### src/rtl/led_pkg.sv
// -----------------------------------------------------------------------------
// led_pkg
// Shared types and constants for the LED pattern generator.
//   led_mode_t : per-channel drive mode (OFF, ON, BLINK, PWM)
//   MODE_W     : width of the mode field on the config port
//   RST_MODE   : mode every channel takes out of reset
//   ch_w()     : width of a channel index, never less than one bit
// -----------------------------------------------------------------------------
package led_pkg;

   localparam int MODE_W = 2;

   typedef enum logic [MODE_W-1:0] {
      LED_OFF   = 2'd0,
      LED_ON    = 2'd1,
      LED_BLINK = 2'd2,
      LED_PWM   = 2'd3
   } led_mode_t;

   localparam led_mode_t RST_MODE = LED_OFF;

   // A single-channel build still needs a 1-bit select port.
   function automatic int ch_w(input int n);
      return (n > 1) ? $clog2(n) : 1;
   endfunction

endpackage : led_pkg

### src/rtl/led_channel.sv
// -----------------------------------------------------------------------------
// led_channel
// One LED channel: holds its configuration (mode, period, duty), a free
// running period counter with blink phase, and the registered LED and wrap
// outputs.
//   clk, rst_n  : clock, asynchronous active-low reset
//   wr_i        : write strobe for this channel (already qualified)
//   mode_i      : mode to store on a write
//   period_i    : BLINK half-period minus one to store on a write
//   duty_i      : PWM high count to store on a write
//   pwm_cnt_i   : shared PWM frame counter
//   led_o       : registered LED drive, active-high
//   wrap_o      : one-cycle pulse after the period counter wraps
// -----------------------------------------------------------------------------
module led_channel
   import led_pkg::*;
#(
   parameter int unsigned CNT_W      = 27,
   parameter int unsigned PWM_W      = 8,
   parameter int unsigned DEF_PERIOD = 20000000
) (
   input  logic             clk,
   input  logic             rst_n,
   input  logic             wr_i,
   input  led_mode_t        mode_i,
   input  logic [CNT_W-1:0] period_i,
   input  logic [PWM_W-1:0] duty_i,
   input  logic [PWM_W-1:0] pwm_cnt_i,
   output logic             led_o,
   output logic             wrap_o
);

   led_mode_t        mode_q,   mode_d;
   logic [CNT_W-1:0] period_q, period_d;
   logic [PWM_W-1:0] duty_q,   duty_d;
   logic [CNT_W-1:0] cnt_q,    cnt_d;
   logic             phase_q,  phase_d;
   logic             led_q,    led_d;
   logic             wrap_q,   wrap_d;
   logic             hit;

   always_comb begin
      mode_d   = mode_q;
      period_d = period_q;
      duty_d   = duty_q;

      // The counter runs in every mode so wrap keeps pulsing regardless.
      hit      = (cnt_q == period_q);
      cnt_d    = hit ? '0 : cnt_q + CNT_W'(1);
      phase_d  = phase_q ^ hit;
      wrap_d   = hit;

      // LED follows the stored mode, so a new mode shows one edge later.
      unique case (mode_q)
         LED_OFF:   led_d = 1'b0;
         LED_ON:    led_d = 1'b1;
         LED_BLINK: led_d = phase_q;
         LED_PWM:   led_d = (pwm_cnt_i < duty_q);
         default:   led_d = 1'b0;
      endcase

      // A write restarts the channel and overrides a wrap in the same edge.
      if (wr_i) begin
         mode_d   = mode_i;
         period_d = period_i;
         duty_d   = duty_i;
         cnt_d    = '0;
         phase_d  = 1'b0;
         wrap_d   = 1'b0;
      end
   end

   always_ff @(posedge clk or negedge rst_n) begin
      if (!rst_n) begin
         mode_q   <= RST_MODE;
         period_q <= CNT_W'(DEF_PERIOD);
         duty_q   <= '0;
         cnt_q    <= '0;
         phase_q  <= 1'b0;
         led_q    <= 1'b0;
         wrap_q   <= 1'b0;
      end else begin
         mode_q   <= mode_d;
         period_q <= period_d;
         duty_q   <= duty_d;
         cnt_q    <= cnt_d;
         phase_q  <= phase_d;
         led_q    <= led_d;
         wrap_q   <= wrap_d;
      end
   end

   assign led_o  = led_q;
   assign wrap_o = wrap_q;

endmodule : led_channel

### src/rtl/led_pattern_gen.sv
// -----------------------------------------------------------------------------
// led_pattern_gen
// Multi-channel LED pattern generator. Each channel is OFF, ON, BLINK with a
// programmable half-period, or PWM-dimmed with a programmable duty. Channels
// are reconfigured at runtime through a valid/ready write port.
//   clk, rst_n  : clock, asynchronous active-low reset
//   cfg_valid   : config write request
//   cfg_ready   : config write can be accepted (low only during reset)
//   cfg_ch      : target channel; out-of-range writes are accepted and dropped
//   cfg_mode    : 0 OFF, 1 ON, 2 BLINK, 3 PWM
//   cfg_period  : BLINK half-period minus one
//   cfg_duty    : PWM high count per 2^PWM_W frame
//   led         : registered LED drive per channel, active-high
//   wrap        : one-cycle pulse per channel on period counter wrap
// -----------------------------------------------------------------------------
module led_pattern_gen
   import led_pkg::*;
#(
   parameter int unsigned N_CH       = 3,
   parameter int unsigned CNT_W      = 27,
   parameter int unsigned PWM_W      = 8,
   parameter int unsigned DEF_PERIOD = 20000000
) (
   input  logic                     clk,
   input  logic                     rst_n,
   input  logic                     cfg_valid,
   output logic                     cfg_ready,
   input  logic [ch_w(N_CH)-1:0]    cfg_ch,
   input  logic [MODE_W-1:0]        cfg_mode,
   input  logic [CNT_W-1:0]         cfg_period,
   input  logic [PWM_W-1:0]         cfg_duty,
   output logic [N_CH-1:0]          led,
   output logic [N_CH-1:0]          wrap
);

   localparam int CH_W = ch_w(N_CH);

   logic [PWM_W-1:0] pwm_cnt_q, pwm_cnt_d;
   logic             accept;
   logic [N_CH-1:0]  wr;

   // Nothing stalls a write; the port is only closed while held in reset.
   assign cfg_ready = rst_n;
   assign accept    = cfg_valid && cfg_ready;

   // Shared PWM frame counter; free running, never touched by writes.
   assign pwm_cnt_d = pwm_cnt_q + PWM_W'(1);

   always_ff @(posedge clk or negedge rst_n) begin
      if (!rst_n) pwm_cnt_q <= '0;
      else        pwm_cnt_q <= pwm_cnt_d;
   end

   // An index with no matching channel raises no strobe, so it is dropped.
   for (genvar i = 0; i < N_CH; i++) begin : g_ch
      assign wr[i] = accept && (cfg_ch == CH_W'(i));

      led_channel #(
         .CNT_W      (CNT_W),
         .PWM_W      (PWM_W),
         .DEF_PERIOD (DEF_PERIOD)
      ) u_ch (
         .clk       (clk),
         .rst_n     (rst_n),
         .wr_i      (wr[i]),
         .mode_i    (led_mode_t'(cfg_mode)),
         .period_i  (cfg_period),
         .duty_i    (cfg_duty),
         .pwm_cnt_i (pwm_cnt_q),
         .led_o     (led[i]),
         .wrap_o    (wrap[i])
      );
   end

endmodule : led_pattern_gen

### config.mk
export PLATFORM = sky130hd
export DESIGN_NAME = led_pattern_gen
export DESIGN_NICKNAME = d
export VERILOG_FILES = /design/src/rtl/led_pkg.sv /design/src/rtl/led_channel.sv /design/src/rtl/led_pattern_gen.sv
export SDC_FILE = /design/constraint.sdc
export NUM_CORES = 1
export LEC_CHECK = 0
export BUFFER_PORTS_ARGS = -buffer_cell sky130_fd_sc_hd__clkbuf_2
export CAP_MARGIN = 25
export CORE_AREA = 8 8 130 223
export CTS_BUF_LIST = sky130_fd_sc_hd__clkbuf_8
export DETAILED_ROUTE_END_ITERATION = 12
export DIE_AREA = 0 0 138 231
export PLACE_DENSITY = 0.65
export SYNTH_ARGS = -nofsm -noshare
export SYNTH_HDL_FRONTEND = slang
export SYNTH_HIERARCHICAL = 1
export SYNTH_SLANG_ARGS = --single-unit
### constraint.sdc
create_clock -name clk -period 2.5 [get_ports clk]
set_input_delay 0.125 -clock clk [delete_from_list [all_inputs] [get_ports clk]]
set_output_delay 0.125 -clock clk [all_outputs]
set_load 0.05 [all_outputs]
* After elaboration in Yosys (flattened, before gate mapping)
Index checks and enable logic that the tools add are counted.
** Operators by class
- Bitwise operators :: 3
- $add $sub $neg :: 4
- Reductions and logical operators :: 8
- Mux-type cells :: 15
- Magnitude comparators :: 3
- Equal/unequal tests :: 14
** Operator list (number)
- 27-bit 2-to-1 mux :: 6
- 27-bit by 1-bit adder with 27-bit output (second input constant) :: 3
- 27-bit == test :: 3
- 8-bit < comparator :: 3
- 2-bit == test (second input constant) :: 7
- 1-bit case mux with 4 select lines :: 3
- 8-bit by 1-bit adder with 8-bit output (second input constant) :: 1
- 2-bit by 1-bit == test with 1-bit output (second input constant) :: 4
- 2-bit logical NOT :: 4
- 1-bit 2-to-1 mux :: 6
- 1-bit logical AND :: 4
- 1-bit XOR :: 3
** Word-level totals
- Register bits after elaboration :: 209
- Output and inout bits :: 7
- Input port bits :: 42

* Depth between registers and ports, before layout
Gate-level depths: netlist of the first run.
- Word-level depth :: 3
- Gate-level depth with buffers :: 7
- Mapped depth without buffers :: 7

* By module
The synthesis of the first run kept the hierarchy.
** Modules (own cells, without submodules)
- led_channel at g_ch[1].u_ch ... :: times used 2, cells each 290, area an instance 3294.4 um2
- led_channel at g_ch[0].u_ch :: times used 1, cells each 283, area an instance 3283.1 um2
- led_pattern_gen :: times used 1, cells each 29, area an instance 347.8 um2

* Least setup slack after synthesis of the first run
OpenSTA, ideal clock, no wires.
- Path kind :: register to register
- Start point :: register g_ch[1].u_ch.cnt_q[15]
- End point :: register g_ch[1].u_ch.phase_q
- Period minus slack after synthesis :: 1989 ps
- Arrival time :: 1863 ps
- Path slack :: 511 ps
- Cell stages (with the launch flop) :: 7
- Cells stage by stage :: dfrtp_1 buf_6 xor2_1 nor4_2 nand2_1 or4_4 mux2_4
** Between the ends
- Word-level cells in the longest chain between the ends :: 3
** RTL lines
- from (decl) :: RTL line led_channel.sv:36 : logic [CNT_W-1:0] cnt_q, cnt_d;
- from (signal assigned) :: RTL line led_channel.sv:86 : cnt_q <= cnt_d;
- 27-bit == test :: RTL line led_channel.sv:48 : hit = (cnt_q == period_q);
- 1-bit XOR :: RTL line led_channel.sv:50 : phase_d = phase_q ^ hit;
- 1-bit 2-to-1 mux :: RTL line led_channel.sv:63 : if (wr_i) begin
- named net g_ch[1].u_ch.phase_d :: RTL line led_channel.sv:37 : logic phase_q, phase_d;
- to (signal assigned) :: RTL line led_channel.sv:87 : phase_q <= phase_d;
- to (decl) :: RTL line led_channel.sv:37
The timed path passes the listed nets, and every way through them passes these cells.
A chain may end at the register's enable or synchronous reset.

* Worst setup path after layout of the first run
- Start point :: register g_ch[1].u_ch.cnt_q[20]
- End point :: register g_ch[1].u_ch.phase_q
Same word-level chain as after synthesis.

==> results of run 1 <==
==> synth_stat cells, types with 3 or more instances <==
cell / instances / area share [%]
dfstp_2: 24 / 6.2
and3_1: 6 / 0.37
xor2_1: 112 / 9.6
nand4_1: 33 / 2.0
o31ai_1: 3 / 0.22
nor2_1: 102 / 3.7
nand2_1: 54 / 2.0
nand3_1: 34 / 1.7
clkbuf_2: 3 / 0.15
buf_2: 4 / 0.20
a211oi_1: 3 / 0.22
nor3_1: 10 / 0.49
dfrtp_1: 185 / 45
clkbuf_1: 12 / 0.44
mux2_2: 91 / 10
o21ai_0: 21 / 1.0
nor4_1: 21 / 1.3
ha_1: 25 / 3.1
buf_4: 5 / 0.37
buf_1: 4 / 0.15
a31oi_1: 3 / 0.18
nor4_2: 5 / 0.61
xnor2_1: 50 / 4.3
inv_1: 29 / 1.1
a21o_1: 9 / 0.66
nor2b_1: 3 / 0.18
a21oi_1: 6 / 0.29
buf_6: 5 / 0.55
nand2b_1: 3 / 0.18
==> what timing repair did <==
item                      4_1_cts  5_1_grt
setup buffers                   0        0
hold endpoints to repair      293        0
hold buffers                   38        0
==> sequential cells by signal, summed over array words and instances, names as in the netlist <==
name,count
g_ch.u_ch/cnt_q,81
g_ch.u_ch/period_q,81
g_ch.u_ch/duty_q,24
pwm_cnt_q,8
g_ch.u_ch/mode_q,6
g_ch.u_ch/led_o,3
g_ch.u_ch/phase_q,3
g_ch.u_ch/wrap_o,3
==> worst reg2reg max path, cell delays in order (launching register included) <==
cell and delay (ps):
dfrtp_1 440, xor2_1 190, nor4_1 300, nand2_1 160
or4_4 560, mux2_4 310
==> where the power goes <==
| part | leakage, uW | switching, uW | internal (uW) |
|---|---|---|---|
| clock network | 0.000429 | 1330 | 1810 |
| registers | 0.00262 | 519 | 4000 |
| logic | 0.00248 | 809 | 829 |
| total | 0.00553 | 2660 | 6650 |
==> layout make-up <==
type | instances | area share (%)
Sequential cell | 209 | 44.0
Multi-Input combinational cell | 619 | 38.8
Timing Repair Buffer | 102 | 6.70
Clock buffer | 45 | 5.18
Tap cell | 320 | 3.35
Clock inverter | 17 | 0.995
Inverter | 29 | 0.911
Antenna cell | 1 | 0.0209
==> layout by cell type, fill, tap and decap left out, types with 4 or more instances in the layout <==
cell type	instances
dfrtp_1	185
xor2_1	112
nor2_1	102
mux2_2	91
nand2_1	54
xnor2_1	50
clkbuf_2	47
clkbuf_8	45
inv_1	42
dlygate4sd3_1	38
nand3_1	34
nand4_1	33
ha_1	25
dfstp_2	24
nor4_1	21
o21ai_0	21
buf_4	12
a21o_1	9
nor3_1	9
and3_1	6
a21oi_1	6
nor4_2	5
buf_12	4
==> routing by layer <==
layer / vias to the layer above / share of wire, % / GRT usage [%]
met5: - / 0 / 0
li1: 3261 / - / -
met4: 0 / 5.1 / 9.01
met3: 58 / 3.2 / 2.71
met1: 3445 / 40 / 17.2
met2: 130 / 52 / 27.8
==> worst max path at each step <==
stage                                       to  slack (ps)
after floorplan           g_ch[1].u_ch/phase_q         510
after global placement    g_ch[2].u_ch/phase_q         450
after detailed placement  g_ch[2].u_ch/phase_q         420
after CTS                 g_ch[2].u_ch/phase_q         410
after global routing      g_ch[2].u_ch/phase_q         270
final                     g_ch[1].u_ch/phase_q         430
==> stage by stage <==
| step | cells | cell area, um^2 |
|---|---|---|
| after floorplan | 892 | 10200 |
| after global placement | 1241 | 10800 |
| after detailed placement | 1241 | 10800 |
| after CTS | 1341 | 11900 |
| after global routing | 1342 | 11900 |
| final | 1342 | 11900 |
==> cells by family (layout without fill, tap and decap cells) <==
| kind of cell | after synthesis | in the layout | share of synthesized area, % |
|---|---|---|---|
| AO/OA/AOI/OAI | 48 | 48 | 3.24 |
| XOR/XNOR | 162 | 162 | 13.9 |
| adder cells (fa/ha/maj) | 25 | 25 | 3.06 |
| buffers and inverters | 64 | 193 | 3.31 |
| flip-flops | 209 | 209 | 51.5 |
| multiplexers | 93 | 93 | 10.3 |
| other | 0 | 1 | 0 |
| AND/OR/NAND/NOR | 291 | 291 | 14.7 |
==> results.tsv, run 1 <==
stage	metric	value	unit
yosys	Mean Syn Cell Area	11.5	um^2
drt	1st-pass router iterations	4	
placed_design	port bufs	48	
min_path	min-delay src	cfg_ch[0]	
min_path	hold endpoint	g_ch[2].u_ch/wrap_o	
pwr	LEAKAGE	0.00553	uW
yosys	most common flop cell mapped by yosys	dfrtp_1	
setup_path	Crit Path Category	flop to flop	
setup_path	Critical Path Source Type	flop	
setup_path	R2R Path Start	g_ch[1].u_ch/cnt_q[20]	
cells_and_area	multi-input logic area	4640	um^2
setup_path	Worst R2R Path Depth	5	
yosys	cell area after synthesis	10200	um^2
timing	TNS Setup	0	ps
pwr	power consumption	9300	uW
timing	Max Clk Rate	482	MHz
floorplan	row cnt	78	
min_path	hold path cells	4	
placed_design	dpl ws	415	ps
floorplan	core area	25800	um^2
yosys	syn_nets	959	
cells_and_area	nets	1062	
timing	Slew Viols, Final	0	
setup_path	Worst Path Required	2890	ps
yosys	asr flop ratio synth	100	%
floorplan	chip height	231	um
timing	Worst-Margin Slew	873	ps
flow_run	Max Cap Viol	0	
floorplan	Die ar.	31900	um^2
drt	Vias/cell	5.14	
setup_path	worst r2r dst	g_ch[1].u_ch/phase_q	
global_routing	vias in the first global route	7437	
setup_path	Buffers & Inverters on Critical Path	0	
floorplan	I/O pin cnt	49	
timing	minimum clock period	2070	ps
cells_and_area	register area	5260	um^2
floorplan	die width	138	um
timing	Fin. Hold Viols	0	
setup_path	Stages on worst setup path	5	
global_routing	Total GRT Usage	15.6	%
status	status	finished, final reports clean	
clock_network	Clock Path Buffers	3	
clock_network	clk slew on worst S/H paths	60	ps
setup_path	CP delay by family, top	simple AND/OR/NAND/NOR gates	
yosys	number of synthesized flops with an enable pin	0	
setup_path	arrival time worst endpoint	2470	ps
drt	Final ANT Viol Nets	0	
timing	unrepaired setup endpoints after global routing	no	
timing	slew margin rel.	41.8	%
timing	# setup viols final	0	
drt	routed length per instance	18.3	um
setup_path	critical-path cell list	xor2_1, nor4_1, nand2_1, or4_4, mux2_4	
pwr	VDD IR max	0.324	mV
clock_network	clk_lat worst skew	520	ps
yosys	sequential element share of the synthesized area	51.5	%
global_routing	first-pass GRT wire length	40000	um
drt	DR vias	6894	
drt	DRT Wirelength	24500	um
cells_and_area	Util after Layout	46.4	%
pwr	pwr dens	779	nW/um^2
timing	Worst Skew	22.4	ps
drt	Detailed Route Iter0 Violations	255	
yosys	Synth Instances	892	
clock_network	CTS tree	yes	
clock_network	clk sinks	209	
setup_path	r2r setup slk	430	ps
setup_path	max incr delay on CP	560	ps
setup_path	critical path capture point type	flop	
placed_design	dpl hpwl	17900	um
clock_network	Resize count post-CTS	0	
global_routing	largest net degree at the start of global routing	142	
setup_path	CP startpoint	g_ch[1].u_ch/cnt_q[20]	
global_routing	GRT overflow	0	
placed_design	global placement routability congestion	0.851	
yosys	synthesized flop and latch total	209	
clock_network	Root Driver	clkbuf_8	
global_routing	initial antenna violation count	1	
yosys	Synth cell types	45	
clock_network	CTS H-tree depth	2	
timing	Final WS setup	426	ps
min_path	Min-Delay Path Class	input port to flop	
setup_path	CP max FO	5	
floorplan	starting density of the core	39.7	%
drt	drt drc	0	
cells_and_area	Area growth syn-to-layout	16.9	%
setup_path	CP max stage cell	or4_4	
cells_and_area	layout cells sized above 1	24.9	%
yosys	YS warnings	6	
clock_network	CTS Buf Count	34	
timing	Tcrit/Tclk final	83.0	%
timing	final hold slack	167	ps
cells_and_area	fill count	2355	
(Power assumes the default switching activity.)
==> inputs of run 2 (changes only) <==
--- a/config.mk
+++ b/config.mk
@@ -5,13 +5,14 @@
 export SDC_FILE = /design/constraint.sdc
 export NUM_CORES = 1
 export LEC_CHECK = 0
+export ABC_AREA = 1
 export BUFFER_PORTS_ARGS = -buffer_cell sky130_fd_sc_hd__clkbuf_2
 export CAP_MARGIN = 25
-export CORE_AREA = 8 8 130 223
+export CORE_AREA = 8 8 136 233
 export CTS_BUF_LIST = sky130_fd_sc_hd__clkbuf_8
 export DETAILED_ROUTE_END_ITERATION = 12
-export DIE_AREA = 0 0 138 231
-export PLACE_DENSITY = 0.65
+export DIE_AREA = 0 0 144 241
+export PLACE_DENSITY = 0.67
 export SYNTH_ARGS = -nofsm -noshare
 export SYNTH_HDL_FRONTEND = slang
 export SYNTH_HIERARCHICAL = 1
==> constraint.sdc (replaced) <==
create_clock -name clk -period 1.9 [get_ports clk]
set_input_delay 0.095 -clock clk [delete_from_list [all_inputs] [get_ports clk]]
set_output_delay 0.095 -clock clk [all_outputs]
set_load 0.05 [all_outputs]
==> results.tsv, run 2 <==
stage	metric	value	unit	change
setup_path	Worst Path Required	2320	ps	-570 ps
setup_path	Critical Path Source Type	flop		
floorplan	core area	28400	um^2	+10%
floorplan	chip height	241	um	+4.3%
yosys	Synth Instances	1450		+63%
clock_network	clk slew on worst S/H paths	60	ps	about the same
pwr	VDD IR max	0.597	mV	+84%
yosys	Synth top cells by count	537 x nand2_1, 191 x nor2_1, 185 x dfrtp_1, 143 x inv_1, 62 x xnor2_1		
yosys	Synth cell types	28		-38%
global_routing	Total GRT Usage	19.1	%	+3.5 points
setup_path	arrival time worst endpoint	2110	ps	-360 ps
timing	final hold slack	90.1	ps	-76.8 ps
timing	Fin. Hold Viols	0		unchanged
placed_design	global placement routability congestion	0.889		+4.4%
drt	1st-pass router iterations	5		+1
clock_network	CTS Buf Count	34		unchanged
flow_run	Max Cap Viol	0		unchanged
clock_network	clk_lat worst skew	540	ps	+20 ps
drt	Detailed Route Iter0 Violations	503		+97%
timing	Max Clk Rate	591	MHz	+23%
timing	Slew Viols, Final	0		unchanged
setup_path	CP startpoint	g_ch[0].u_ch/period_q[10]		
yosys	YS warnings	6		unchanged
timing	Worst Skew	19.4	ps	-3.07 ps
setup_path	CP max FO	27		+22
timing	Worst-Margin Slew	704	ps	-169 ps
yosys	Area contributors post-synth	dfrtp_1 41%, nand2_1 18%, nor2_1 6.4%		
floorplan	I/O pin cnt	49		unchanged
cells_and_area	most frequent cells in the layout	537 x nand2_1, 189 x nor2_1, 185 x dfrtp_1		
status	status	finished, final reports clean		
setup_path	Worst R2R Path Depth	10		+5
drt	Vias/cell	4.79		-6.8%
setup_path	worst r2r dst	g_ch[0].u_ch/cnt_q[21]		
min_path	hold path cells	5		+1
clock_network	Post-CTS Setup Inserts	0		unchanged
placed_design	Post-DP Area	12000	um^2	+11%
yosys	cell area after synthesis	11200	um^2	+9.6%
drt	routed length per instance	16.2	um	-12%
drt	Final ANT Viol Nets	0		unchanged
yosys	asr flop ratio synth	100	%	unchanged
timing	unrepaired setup endpoints after global routing	no		
setup_path	r2r setup slk	210	ps	-220 ps
placed_design	port bufs	48		unchanged
placed_design	post-placement cell count	1862		+50%
setup_path	critical path capture point type	flop		
timing	slew margin rel.	53.0	%	+11 points
floorplan	starting density of the core	39.4	%	-0.25 points
cells_and_area	biggest registers after layout	g_ch.u_ch/cnt_q x81, g_ch.u_ch/period_q x81, g_ch.u_ch/duty_q x24		
floorplan	Die ar.	34700	um^2	+8.9%
setup_path	R2R Path Start	g_ch[0].u_ch/period_q[10]		
clock_network	Clock Path Buffers	3		unchanged
cells_and_area	layout cells sized above 1	12.1	%	-13 points
cells_and_area	Util after Layout	46.0	%	-0.38 points
global_routing	largest net degree at the start of global routing	102		-28%
pwr	LEAKAGE	0.00623	uW	+13%
clock_network	CTS tree	yes		
clock_network	CTS H-tree depth	2		unchanged
timing	minimum clock period	1690	ps	-382 ps
timing	Tcrit/Tclk final	89.1	%	+6.1 points
global_routing	initial antenna violation count	1		unchanged
placed_design	dpl hpwl	23600	um	+32%
drt	DR vias	9388		+36%
clock_network	clk sinks	209		unchanged
cells_and_area	fill count	2840		+21%
yosys	number of synthesized flops with an enable pin	0		unchanged
drt	DRT Wirelength	31700	um	+29%
drt	drt drc	0		unchanged
timing	TNS Setup	0	ps	unchanged
yosys	synthesized flop and latch total	209		unchanged
yosys	Synth area leader	dfrtp_1		
yosys	top cell type's share of synthesized area	41.3	%	-4.0 points
min_path	min-delay src	cfg_ch[0]		
floorplan	die width	144	um	+4.3%
min_path	hold endpoint	g_ch[0].u_ch/mode_q[1]		
floorplan	row cnt	82		+5.1%
clock_network	Root Driver	clkbuf_8		
timing	# setup viols final	0		unchanged
cells_and_area	nets	1625		+53%
pwr	pwr dens	951	nW/um^2	+22%
cells_and_area	commonest non-fill, non-tap cell in the layout	nand2_1		
yosys	top-count cell post-synth	nand2_1		
cells_and_area	Area growth syn-to-layout	16.7	%	
global_routing	GRT overflow	0		unchanged
yosys	syn_nets	1517		+58%
setup_path	Crit Path Category	flop to flop		
global_routing	vias in the first global route	9801		+32%
yosys	most common flop cell mapped by yosys	dfrtp_1		
global_routing	first-pass GRT wire length	51200	um	+28%
yosys	sequential element share of the synthesized area	47.0	%	-4.5 points
cells_and_area	Post-Layout Cell Count	1961		+46%
cells_and_area	design area	13100	um^2	+9.4%
yosys	Mean Syn Cell Area	7.73	um^2	-33%
min_path	Min-Delay Path Class	input port to flop		
-- run 2: area by class of cell --
cell class | instances | area (um^2) | area share (%)
multi-input combinational | 1064 | 5260 | 40.2
inverter | 146 | 548 | 4.19
clock inverter | 12 | 48.8 | 0.373
clock buffer | 48 | 661 | 5.05
sequential | 209 | 5260 | 40.2
timing repair buffer | 103 | 821 | 6.28
antenna | 1 | 2.50 | 0.0191
tap | 378 | 473 | 3.62
-- run 2: stage by stage --
stage,power [uW],worst slack (ps)
2_1_floorplan,7500,419
3_3_place_gp,8290,170
3_5_place_dp,8350,170
4_1_cts,12600,141
5_1_grt,13200,17.8
6_report,12400,208
-- run 2: worst max-delay path: stages (launching register included) --
cell and delay [ps]:
dfstp_2 550, nand2_1 60, nand2_1 130, nand2_1 80, nor2_1 90, nand2_1 80, nor2_1 90, nand2_1 120
nand2_2 100, buf_12 190, nor2_1 60
-- run 2: power by group --
group	switching, uW	internal [uW]	leakage (uW)
Sequential	588	5190	0.00265
Combinational	1540	1020	0.00317
Clock	1860	2230	0.000405
Total	3990	8440	0.00623
-- run 2: worst max-delay path by stage --
stage,to,depth (start not counted)
4_1_cts,g_ch[0].u_ch/cnt_q[21],9
5_1_grt,g_ch[0].u_ch/cnt_q[23],9
3_3_place_gp,g_ch[0].u_ch/cnt_q[21],9
3_5_place_dp,g_ch[0].u_ch/cnt_q[17],9
2_1_floorplan,g_ch[0].u_ch/cnt_q[26],10
6_report,g_ch[0].u_ch/cnt_q[21],10
-- run 2: what timing repair did --
item | CTS | global route
hold buffers | 38 | 0
hold endpoints to repair | 184 | 0
resized for setup | 0 | 2
setup endpoints to repair | 0 | 28
-- run 2: cell families (layout without fill, tap and decap cells) --
| group | after synthesis | in the layout | synth area share [%] |
|---|---|---|---|
| buffers and inverters | 177 | 309 | 6.37 |
| AND/OR/NAND/NOR | 839 | 839 | 30.8 |
| adder cells (fa/ha/maj) | 25 | 25 | 2.79 |
| other | 0 | 1 | 0 |
| XOR/XNOR | 114 | 114 | 8.91 |
| flip-flops | 209 | 209 | 47.0 |
| AO/OA/AOI/OAI | 86 | 86 | 4.17 |
-- run 2: per-layer routing --
metal / vias up / share of wire (%) / track usage [%]
met1: 4443 / 38 / 20.2
met4: 0 / 5.5 / 11.4
met3: 82 / 3.0 / 2.34
li1: 4666 / - / -
met2: 197 / 54 / 35.4
met5: - / 0 / 0
==> inputs of run 3 (changes only) <==
--- a/config.mk
+++ b/config.mk
@@ -12,7 +12,9 @@
 export CTS_BUF_LIST = sky130_fd_sc_hd__clkbuf_8
 export DETAILED_ROUTE_END_ITERATION = 12
 export DIE_AREA = 0 0 144 241
+export GPL_TIMING_DRIVEN = 0
 export PLACE_DENSITY = 0.67
+export REMOVE_ABC_BUFFERS = 1
 export SYNTH_ARGS = -nofsm -noshare
 export SYNTH_HDL_FRONTEND = slang
 export SYNTH_HIERARCHICAL = 1
==> results.tsv, run 3 (same netlist as run 2, synthesis figures left out) <==
stage	metric	value	unit	change
status	status	finished, final reports clean		
drt	drt drc	0		unchanged
setup_path	CP max FO	4		-85%
setup_path	worst r2r dst	g_ch[0].u_ch/cnt_q[26]		
global_routing	vias in the first global route	9694		-1.1%
floorplan	I/O pin cnt	49		unchanged
pwr	combinational fraction of design power	19.8	%	-0.8 points
drt	routed length per instance	15.6	um	-3.4%
cells_and_area	Util after Layout	46.6	%	+0.58 points
clock_network	clk_lat worst skew	550	ps	about the same
setup_path	arrival time worst endpoint	2160	ps	+50 ps
pwr	pwr dens	962	nW/um^2	+1.2%
drt	DRT Wirelength	30700	um	-3.2%
timing	Fin. Hold Viols	0		unchanged
floorplan	Die ar.	34700	um^2	unchanged
cells_and_area	most frequent cells in the layout	537 x nand2_1, 190 x nor2_1, 185 x dfrtp_1		
floorplan	row cnt	82		unchanged
setup_path	CP max stage cell	dfrtp_1		
pwr	VDD IR max	0.671	mV	+12%
global_routing	initial antenna violation count	1		unchanged
min_path	hold endpoint	g_ch[0].u_ch/period_q[1]		
clock_network	clk sinks	209		unchanged
min_path	min-delay src	cfg_ch[0]		
cells_and_area	fill count	2789		-1.8%
floorplan	die width	144	um	unchanged
pwr	sequential share of power	45.4	%	-1.1 points
setup_path	R2R Path Start	g_ch[0].u_ch/cnt_q[1]		
timing	unrepaired setup endpoints after global routing	no		
placed_design	port bufs	48		unchanged
floorplan	chip height	241	um	unchanged
floorplan	core area	28400	um^2	unchanged
placed_design	global placement routability congestion	0.928		+4.4%
setup_path	Worst R2R Path Depth	10		unchanged
timing	Max Clk Rate	576	MHz	-2.5%
min_path	Min-Delay Path Class	input port to flop		
clock_network	clk slew on worst S/H paths	70	ps	about the same
clock_network	CTS tree	yes		
cells_and_area	layout cells sized above 1	12.1	%	+0.025 points
setup_path	Worst Path Required	2320	ps	about the same
global_routing	largest net degree at the start of global routing	113		+11%
setup_path	r2r setup slk	170	ps	-40 ps
setup_path	max incr delay on CP	430	ps	-120 ps
setup_path	Critical Path Source Type	flop		
global_routing	Total GRT Usage	18.4	%	-0.69 points
setup_path	critical path capture point type	flop		
placed_design	dpl hpwl	22100	um	-6.3%
setup_path	Crit Path Category	flop to flop		
cells_and_area	nets	1627		+0.12%
drt	DR vias	9392		+0.043%
drt	1st-pass router iterations	8		+3
global_routing	first-pass GRT wire length	49600	um	-3.1%
clock_network	Root Driver	clkbuf_8		
pwr	Sw Ratio	31.6	%	-0.50 points
timing	# setup viols final	0		unchanged
clock_network	CTS Buf Count	35		+2.9%
timing	Worst Skew	24.0	ps	+4.67 ps
clock_network	Clock Path Buffers	3		unchanged
timing	Worst-Margin Slew	752	ps	+47.7 ps
timing	minimum clock period	1730	ps	+42.8 ps
cells_and_area	Area growth syn-to-layout	18.1	%	
cells_and_area	commonest non-fill, non-tap cell in the layout	nand2_1		
pwr	sw power	4020	uW	+0.86%
drt	Vias/cell	4.78		-0.21%
timing	slew margin rel.	49.8	%	-3.2 points
floorplan	starting density of the core	39.4	%	unchanged
timing	Slew Viols, Final	0		unchanged
pwr	clock power share	34.8	%	+1.8 points
timing	Tcrit/Tclk final	91.3	%	+2.3 points
drt	Final ANT Viol Nets	0		unchanged
flow_run	Max Cap Viol	0		unchanged
drt	Detailed Route Iter0 Violations	422		-16%
timing	TNS Setup	0	ps	unchanged
setup_path	critical-path cell list	ha_1, nand3_2, nor2_4, nand2_2, nor2_4, nand2_2, nor2_1, nand2_1, nand2_1, nor2_1		
min_path	hold path cells	5		unchanged
clock_network	CTS H-tree depth	2		unchanged
cells_and_area	biggest registers after layout	g_ch.u_ch/cnt_q x81, g_ch.u_ch/period_q x81, g_ch.u_ch/duty_q x24		
global_routing	GRT overflow	0		unchanged
pwr	LEAKAGE	0.00627	uW	+0.66%
pwr	internal power	8710	uW	+3.2%
## run 3: cell types whose count changed in the layout (fill, tap and decap cells not counted), sizes merged
cell and delta:
clkinv +2, inv -3, clkbuf +1, clkinvlp +5, bufinv +2, buf -7, dlygate4sd3 +5
## run 3: power groups by stage
stage               registers [uW]  clock network (uW)  logic, uW
global placement              5850                   0       2340
global route                  5860                4750       2900
detailed placement            5860                   0       2410
finish                        5780                4430       2520
floorplan                     5710                   0       1770
CTS                           5790                4560       2520
## run 3: what timing repair did
item | CTS | global route
hold buffers | 44 | 0
endpoints found under the hold margin | 304 | 0
endpoints found under the setup margin | 142 | 5
resized for setup | 9 | 1
cloned | 2 | 0
buffers inserted | 0 | 0
pin swaps | 0 | 0
## run 3: final cells by class
type	instances	area, um^2	area share (%)
diodes	1	2.50	0.0189
clock buffers	47	647	4.89
clock inverters	17	134	1.01
inverters	146	552	4.17
multi-input cells	1064	5300	40.1
flip-flops and latches	209	5260	39.7
well taps	378	473	3.57
repair buffers	103	862	6.51
repair inverters	1	5.00	0.0378
## run 3: per-layer routing
| metal | vias up | GRT usage, % | part of all wire [%] |
|---|---|---|---|
| li1 | 4693 | - | - |
| met1 | 4393 | 20.5 | 40 |
| met2 | 231 | 33.8 | 52 |
| met3 | 75 | 2.59 | 4.3 |
| met4 | 0 | 8.29 | 3.7 |
| met5 | - | 0 | 0 |
## run 3: worst max-delay path by stage
| stage | startpoint | end | slack, ps | depth (start not counted) |
|---|---|---|---|---|
| after global placement | rst_n | g_ch[0].u_ch/cnt_q[25] | -11080 | 6 |
| after CTS | g_ch[0].u_ch/cnt_q[1] | g_ch[0].u_ch/cnt_q[26] | 150 | 10 |
| after global routing | g_ch[0].u_ch/cnt_q[12] | g_ch[0].u_ch/cnt_q[21] | 10 | 7 |
| after detailed placement | rst_n | g_ch[0].u_ch/cnt_q[26] | -1470 | 8 |
| final | g_ch[0].u_ch/cnt_q[1] | g_ch[0].u_ch/cnt_q[26] | 170 | 10 |
| after floorplan | cfg_ch[0] | g_ch[0].u_ch/cnt_q[17] | -2700 | 4 |
## run 3: stage by stage
step / instances / hold WS, ps / power [uW] / worst slack (ps) / cell area, um^2
after CTS: 1965 / 2.78 / 12900 / 154 / 13200
after floorplan: 1419 / -201 / 7480 / -2700 / 11000
final: 1966 / 31.8 / 12700 / 165 / 13200
after global routing: 1966 / 35.4 / 13500 / 14.3 / 13200
after global placement: 1845 / 318 / 8180 / -11080 / 11800
after detailed placement: 1855 / 254 / 8270 / -1470 / 11900
## run 3: worst max-delay path: cells and delay by family (launching register included)
kind | cells | cell delay, ps
flops | 1 | 430
fa+ha+maj | 1 | 230
simple gates | 9 | 960
